`src/rtl/conf_int_mul_pkg.sv`:
```
// Shared constants and helpers for the configurable-precision MAC pipeline.
package conf_int_mul_pkg;

    localparam logic MODE_MUL = 1'b0;
    localparam logic MODE_ACC = 1'b1;

    localparam int OP_W      = 16;
    localparam int DP_W      = 24;
    localparam int OUT_W     = 32;
    localparam int SHIFT_DEF = 11;
    localparam int GUARD_DEF = 8;
    localparam int APX_W     = 5;

    // Limit the requested LSB mask so the accurate MSBs are never touched.
    function automatic logic [APX_W-1:0] clamp_apx(input logic [APX_W-1:0] apx_bits,
                                                   input int dw, input int op_w);
        int lim;
        lim = dw - op_w;
        if (int'(apx_bits) > lim) begin
            return APX_W'(lim);
        end
        return apx_bits;
    endfunction

    // Floor-shift then saturate to ow bits; returns {sat, p}. The result
    // vector is sized for OUT_W, so callers must use ow <= OUT_W.
    function automatic logic [OUT_W:0] sat_shift(input longint r, input int shift, input int ow);
        longint q;
        longint hi;
        longint lo;
        q  = r >>> shift;
        hi = (longint'(1) <<< (ow - 1)) - 1;
        lo = -hi - 1;
        if (q > hi) begin
            return {1'b1, OUT_W'(hi)};
        end
        if (q < lo) begin
            return {1'b1, OUT_W'(lo)};
        end
        return {1'b0, OUT_W'(q)};
    endfunction

endpackage

```
`src/rtl/conf_int_apx_mask.sv`:
```
// Zeroes the k least-significant bits of an operand (approximate mode).
module conf_int_apx_mask #(
    parameter int DW = 24
) (
    input  logic [DW-1:0] d,
    input  logic [4:0]    k,
    output logic [DW-1:0] q
);

    assign q = d & ({DW{1'b1}} << k);

endmodule

```
`src/rtl/conf_int_mac_pipe.sv`:
```
// Three-stage signed multiply / multiply-accumulate with optional LSB masking,
// floor scaling and output saturation. The whole pipe freezes while the
// output register holds a result the consumer has not taken.
module conf_int_mac_pipe
    import conf_int_mul_pkg::*;
#(
    parameter int OP_BITWIDTH        = OP_W,
    parameter int DATA_PATH_BITWIDTH = DP_W,
    parameter int OUT_BITWIDTH       = OUT_W,
    parameter int OUT_SHIFT          = SHIFT_DEF,
    parameter int ACC_GUARD          = GUARD_DEF
) (
    input  logic                          clk,
    input  logic                          rstN,
    input  logic                          in_valid,
    output logic                          in_ready,
    input  logic [DATA_PATH_BITWIDTH-1:0] a,
    input  logic [DATA_PATH_BITWIDTH-1:0] b,
    input  logic                          apx_en,
    input  logic [4:0]                    apx_bits,
    input  logic                          mode,
    input  logic                          acc_clr,
    input  logic                          in_last,
    output logic                          out_valid,
    input  logic                          out_ready,
    output logic [OUT_BITWIDTH-1:0]       p,
    output logic                          p_sat
);

    localparam int DW = DATA_PATH_BITWIDTH;
    localparam int PW = 2 * DW;
    localparam int AW = PW + ACC_GUARD;
    localparam int OW = OUT_BITWIDTH;

    logic          stall;
    logic          accept;
    logic [4:0]    apx_k;
    logic [DW-1:0] a_m;
    logic [DW-1:0] b_m;

    logic                 s0_valid;
    logic signed [DW-1:0] s0_a;
    logic signed [DW-1:0] s0_b;
    logic                 s0_mode;
    logic                 s0_clr;
    logic                 s0_last;

    logic                 s1_valid;
    logic signed [PW-1:0] s1_prod;
    logic                 s1_mode;
    logic                 s1_clr;
    logic                 s1_last;

    logic signed [AW-1:0] acc;
    logic signed [AW-1:0] prod_ext;
    logic signed [AW-1:0] acc_sum;
    logic signed [AW-1:0] r;
    logic [OUT_W:0]       sat_res;
    logic                 emit;

    assign stall    = out_valid && !out_ready;
    assign in_ready = !stall;
    assign accept   = in_valid && in_ready;
    assign apx_k    = apx_en ? clamp_apx(apx_bits, DW, OP_BITWIDTH) : '0;

    conf_int_apx_mask #(.DW(DW)) u_mask_a (.d(a), .k(apx_k), .q(a_m));
    conf_int_apx_mask #(.DW(DW)) u_mask_b (.d(b), .k(apx_k), .q(b_m));

    // S0: capture the (masked) operands and the beat's control bits.
    always_ff @(posedge clk or negedge rstN) begin
        if (!rstN) begin
            s0_valid <= 1'b0;
            s0_a     <= '0;
            s0_b     <= '0;
            s0_mode  <= MODE_MUL;
            s0_clr   <= 1'b0;
            s0_last  <= 1'b0;
        end else if (!stall) begin
            s0_valid <= accept;
            if (accept) begin
                s0_a    <= a_m;
                s0_b    <= b_m;
                s0_mode <= mode;
                s0_clr  <= acc_clr;
                s0_last <= in_last;
            end
        end
    end

    // S1: full-width signed product.
    always_ff @(posedge clk or negedge rstN) begin
        if (!rstN) begin
            s1_valid <= 1'b0;
            s1_prod  <= '0;
            s1_mode  <= MODE_MUL;
            s1_clr   <= 1'b0;
            s1_last  <= 1'b0;
        end else if (!stall) begin
            s1_valid <= s0_valid;
            if (s0_valid) begin
                s1_prod <= PW'(s0_a) * PW'(s0_b);
                s1_mode <= s0_mode;
                s1_clr  <= s0_clr;
                s1_last <= s0_last;
            end
        end
    end

    // S2 datapath: pick the product or the updated accumulator, then scale/saturate.
    always_comb begin
        prod_ext = AW'(s1_prod);
        acc_sum  = (s1_clr ? '0 : acc) + prod_ext;
        r        = (s1_mode == MODE_ACC) ? acc_sum : prod_ext;
        sat_res  = sat_shift(longint'(r), OUT_SHIFT, OW);
        emit     = s1_valid && ((s1_mode == MODE_MUL) || s1_last);
    end

    // S2: accumulator update and the registered output.
    always_ff @(posedge clk or negedge rstN) begin
        if (!rstN) begin
            acc       <= '0;
            out_valid <= 1'b0;
            p         <= '0;
            p_sat     <= 1'b0;
        end else if (!stall) begin
            out_valid <= emit;
            if (s1_valid && (s1_mode == MODE_ACC)) begin
                acc <= acc_sum;
            end
            if (emit) begin
                p     <= sat_res[OW-1:0];
                p_sat <= sat_res[OUT_W];
            end
        end
    end

endmodule

```
`config.mk`:
```
export PLATFORM = sky130hd
export DESIGN_NAME = conf_int_mac_pipe
export DESIGN_NICKNAME = d
export VERILOG_FILES = /design/src/rtl/conf_int_mul_pkg.sv /design/src/rtl/conf_int_apx_mask.sv /design/src/rtl/conf_int_mac_pipe.sv
export SDC_FILE = /design/constraint.sdc
export NUM_CORES = 2
export LEC_CHECK = 0
export ABC_AREA = 1
export CORE_MARGIN = 3
export CORE_UTILIZATION = 26
export CTS_CLUSTER_DIAMETER = 50
export CTS_CLUSTER_SIZE = 28
export DETAILED_ROUTE_END_ITERATION = 8
export DONT_BUFFER_PORTS = 1
export SETUP_SLACK_MARGIN = 0.15
export SLEW_MARGIN = 40
export SYNTH_ARGS = -nofsm -noshare
export SYNTH_HDL_FRONTEND = slang
export SYNTH_SLANG_ARGS = --single-unit
```
`constraint.sdc`:
```
create_clock -name clk -period 9.45 [get_ports clk]
set_input_delay 1.89 -clock clk [delete_from_list [all_inputs] [get_ports clk]]
set_output_delay 1.89 -clock clk [all_outputs]
set_load 0.02 [all_outputs]
```
==> results.sh <==
export IMPL_grt_max_degree=195
export IMPL_fill_cells=14640
export IMPL_ys_top_cells_by_area="fa_1, nand2_1, dfrtp_1"
export IMPL_syn_inst=4842
export IMPL_cts_buffer_depth=2
export IMPL_synth_xor_area_share=0.01857
export IMPL_max_cap_violations=0
export IMPL_synth_most_common_cell="nand2_1"
export IMPL_vias_per_cell=4.417
export IMPL_r2r_end="s1_prod[46]"
export IMPL_crit_type="flip-flop to flip-flop"
export IMPL_worstHoldStart="acc[55]"
export IMPL_cts_tree="done"
export IMPL_holdPathStages=2
export IMPL_synth_seq_area_share=0.1372
export IMPL_postCtsHoldBufs=0
export IMPL_drt_pass1_iter_count=5
export IMPL_worstPathRequired_ns=9.83
export IMPL_ys_flop_type="dfrtp_1"
export IMPL_crit_fanout=18
export IMPL_timing_final_crit_period_ns=7.394
export IMPL_routed_wirelength_mm=104.7
export IMPL_outcome="finished clean"
export IMPL_worstSkewPairLatency_ns=0.54
export IMPL_fin_nets=5563
export IMPL_synth_edff_count=0
export IMPL_cts_buffers_inserted=17
export IMPL_r2r_start="s0_b[3]"
export IMPL_hold_path_class="flip-flop to flip-flop"
export IMPL_finalSetupViolCount=0
export IMPL_synth_cells_most_frequent="nand2_1, inv_1, fa_1"
export IMPL_dp_hpwl_mm=86.84
export IMPL_drt_iter0_markers=1942
export IMPL_ys_ff_latch=194
export IMPL_area_delta_synth_final_pct=6.949
export IMPL_grt_pass1_wl_mm=168.9
export IMPL_syn_avg_cell_area_um2=7.307
export IMPL_max_freq_mhz=135.2
export IMPL_worstMarginPinSlew_ns=0.7930
export IMPL_clk_pin_slew_ns=0.09
export IMPL_die_w_um=374.9
export IMPL_tns_ns=0
export IMPL_cp_start_kind="flip-flop"
export IMPL_core_um2=134300
export IMPL_num_vias=28667
export IMPL_start_util=0.2635
export IMPL_yosysWarnings=0
export IMPL_ys_types=45
export IMPL_synth_compound_area_frac=0.05191
export IMPL_finClkSkew_ns=0.02953
export IMPL_slew_headroom=0.4714
export IMPL_slew_viol_final=0
export IMPL_postCtsSetupBuffers=0
export IMPL_ctsHtreeMaxLevel=4
export IMPL_crit_arrival_ns=7.77
export IMPL_layout_drive_gt1_share=0.04366
export IMPL_synthAdderAreaFrac=0.4108
export IMPL_grt_pass1_vias=30217
export IMPL_netlist_area_leader_share=0.3440
export IMPL_synth_area_um2=35380
export IMPL_multi_input_area_um2=25030
export IMPL_synth_top_area_cell="fa_1"
export IMPL_seqCellArea_um2=4876
export IMPL_synthArstFlopShare=1.000
export IMPL_drcViolationCount=0
export IMPL_wire_per_inst_um=16.13
export IMPL_grt_usage=0.1535
export IMPL_synth_area_mux_share=0
export IMPL_clkSinkCount=194
export IMPL_cp_end_kind="flip-flop"
export IMPL_min_to="acc[55]"
export IMPL_rsz0062_at_grt="false"
export IMPL_hold_viol_final=0
export IMPL_root_buffer="clkbuf_16"
export IMPL_ios=96
export IMPL_antenna_found_initial=4
export IMPL_synth_simple_area_share=0.2253
export IMPL_die_area_um2=140500
export IMPL_rrSetupSlack_ns=2.06
export IMPL_synth_top_family_by_area="adder cells"
export IMPL_r2r_cells=22
export IMPL_rows=134
export IMPL_synth_nets=5700
export IMPL_finalCritPeriodShare=0.7824
export IMPL_io_buffers=0
export IMPL_ant_nets=0
export IMPL_gp_congestion=0.9324
export IMPL_overflow=0
export IMPL_cts_resized=0
export IMPL_die_h_um=374.9
## metrics by stage
step                utilization  hold slack (ns)  instances  setup WS, ns  cell area, µm²
CTS                      0.2814           0.4882       6485         1.776           37800
global route             0.2817           0.5113       6488         1.560           37840
global placement         0.2765           0.4665       6453         1.911           37130
floorplan                     -           0.4479       4842         2.747           35380
detailed placement       0.2767           0.4677       6453         1.783           37160
finish                   0.2818           0.4856       6490         2.056           37840
## area by class of cell
| class | instances | area share |
|---|---|---|
| Sequential cell | 194 | 0.1289 |
| Clock inverter | 14 | 0.005257 |
| Timing Repair Buffer | 44 | 0.009258 |
| Inverter | 1259 | 0.1250 |
| Tap cell | 1768 | 0.05846 |
| Clock buffer | 18 | 0.01161 |
| Antenna cell | 4 | 0.0002645 |
| Multi-Input combinational cell | 3189 | 0.6613 |
## how the worst max path moves through the flow
stage,start,end,cells past startpoint
floorplan,s0_a[23],s1_prod[46],24
global placement,s0_b[0],s1_prod[46],22
detailed placement,s0_b[0],s1_prod[46],22
CTS,s0_b[0],s1_prod[46],22
global route,s0_b[3],s1_prod[46],24
finish,s0_b[3],s1_prod[46],22
## worst max-delay path: stages (launching register included)
cell	delay, ns
dfrtp_1	0.85
nand2_1	0.20
inv_1	0.17
fa_1	0.46
fa_1	0.57
fa_1	0.91
fa_1	0.55
fa_1	0.51
fa_1	0.50
inv_1	0.05
fa_1	0.54
inv_1	0.04
ha_1	0.38
nand2_1	0.11
nor2_1	0.22
inv_1	0.10
nor4_1	0.39
nand3_1	0.12
nand3_1	0.15
nand3_1	0.08
o211ai_1	0.10
or2_2	0.14
a31oi_1	0.07
## layer usage
layer / global-route usage / routed length, µm / vias to the layer above
met5: 0 / 0 / -
met4: 0.03409 / 1911 / 0
met3: 0.03529 / 8542 / 123
met2: 0.2431 / 45970 / 863
met1: 0.2127 / 48240 / 14019
li1: - / - / 13662
## cells by family (layout without fill, tap and decap cells)
group	after synthesis	after routing
buffers and inverters	1459	1335
other	0	4
xor gates and xnor gates	75	75
DFF	194	194
AOI/OAI and AO/OA	339	339
and+or+nand+nor	1978	1978
adders and majority gates	797	797
## layout by cell type (no fill, tap or decap), types with 5 or more instances in the layout
| cell | instances |
|---|---|
| nand2_1 | 1512 |
| inv_1 | 1230 |
| fa_1 | 608 |
| nor2_1 | 222 |
| ha_1 | 189 |
| dfrtp_1 | 177 |
| o21ai_0 | 167 |
| nand3_1 | 120 |
| a21oi_1 | 106 |
| xnor2_1 | 49 |
| buf_4 | 43 |
| inv_2 | 27 |
| a31oi_1 | 27 |
| xor2_1 | 26 |
| or2_2 | 22 |
| nor2_2 | 20 |
| nand2_2 | 17 |
| clkbuf_16 | 17 |
| dfrtp_2 | 17 |
| nand4_1 | 15 |
| nor3_1 | 14 |
| nor2_4 | 8 |
| nand3_2 | 7 |
| nor4_1 | 7 |
| o21bai_1 | 7 |
| o21ai_1 | 6 |
| o21a_1 | 6 |
| o211ai_1 | 5 |
| clkinv_8 | 5 |
## registers in the layout (all words and copies together) (netlist names), 24 cells and up
register / flops
s0_a: 24
acc: 56
p: 32
s0_b: 24
s1_prod: 48
Power is not shown: default switching activity piles up to over one toggle a cycle in this logic, so the estimate is an artifact.
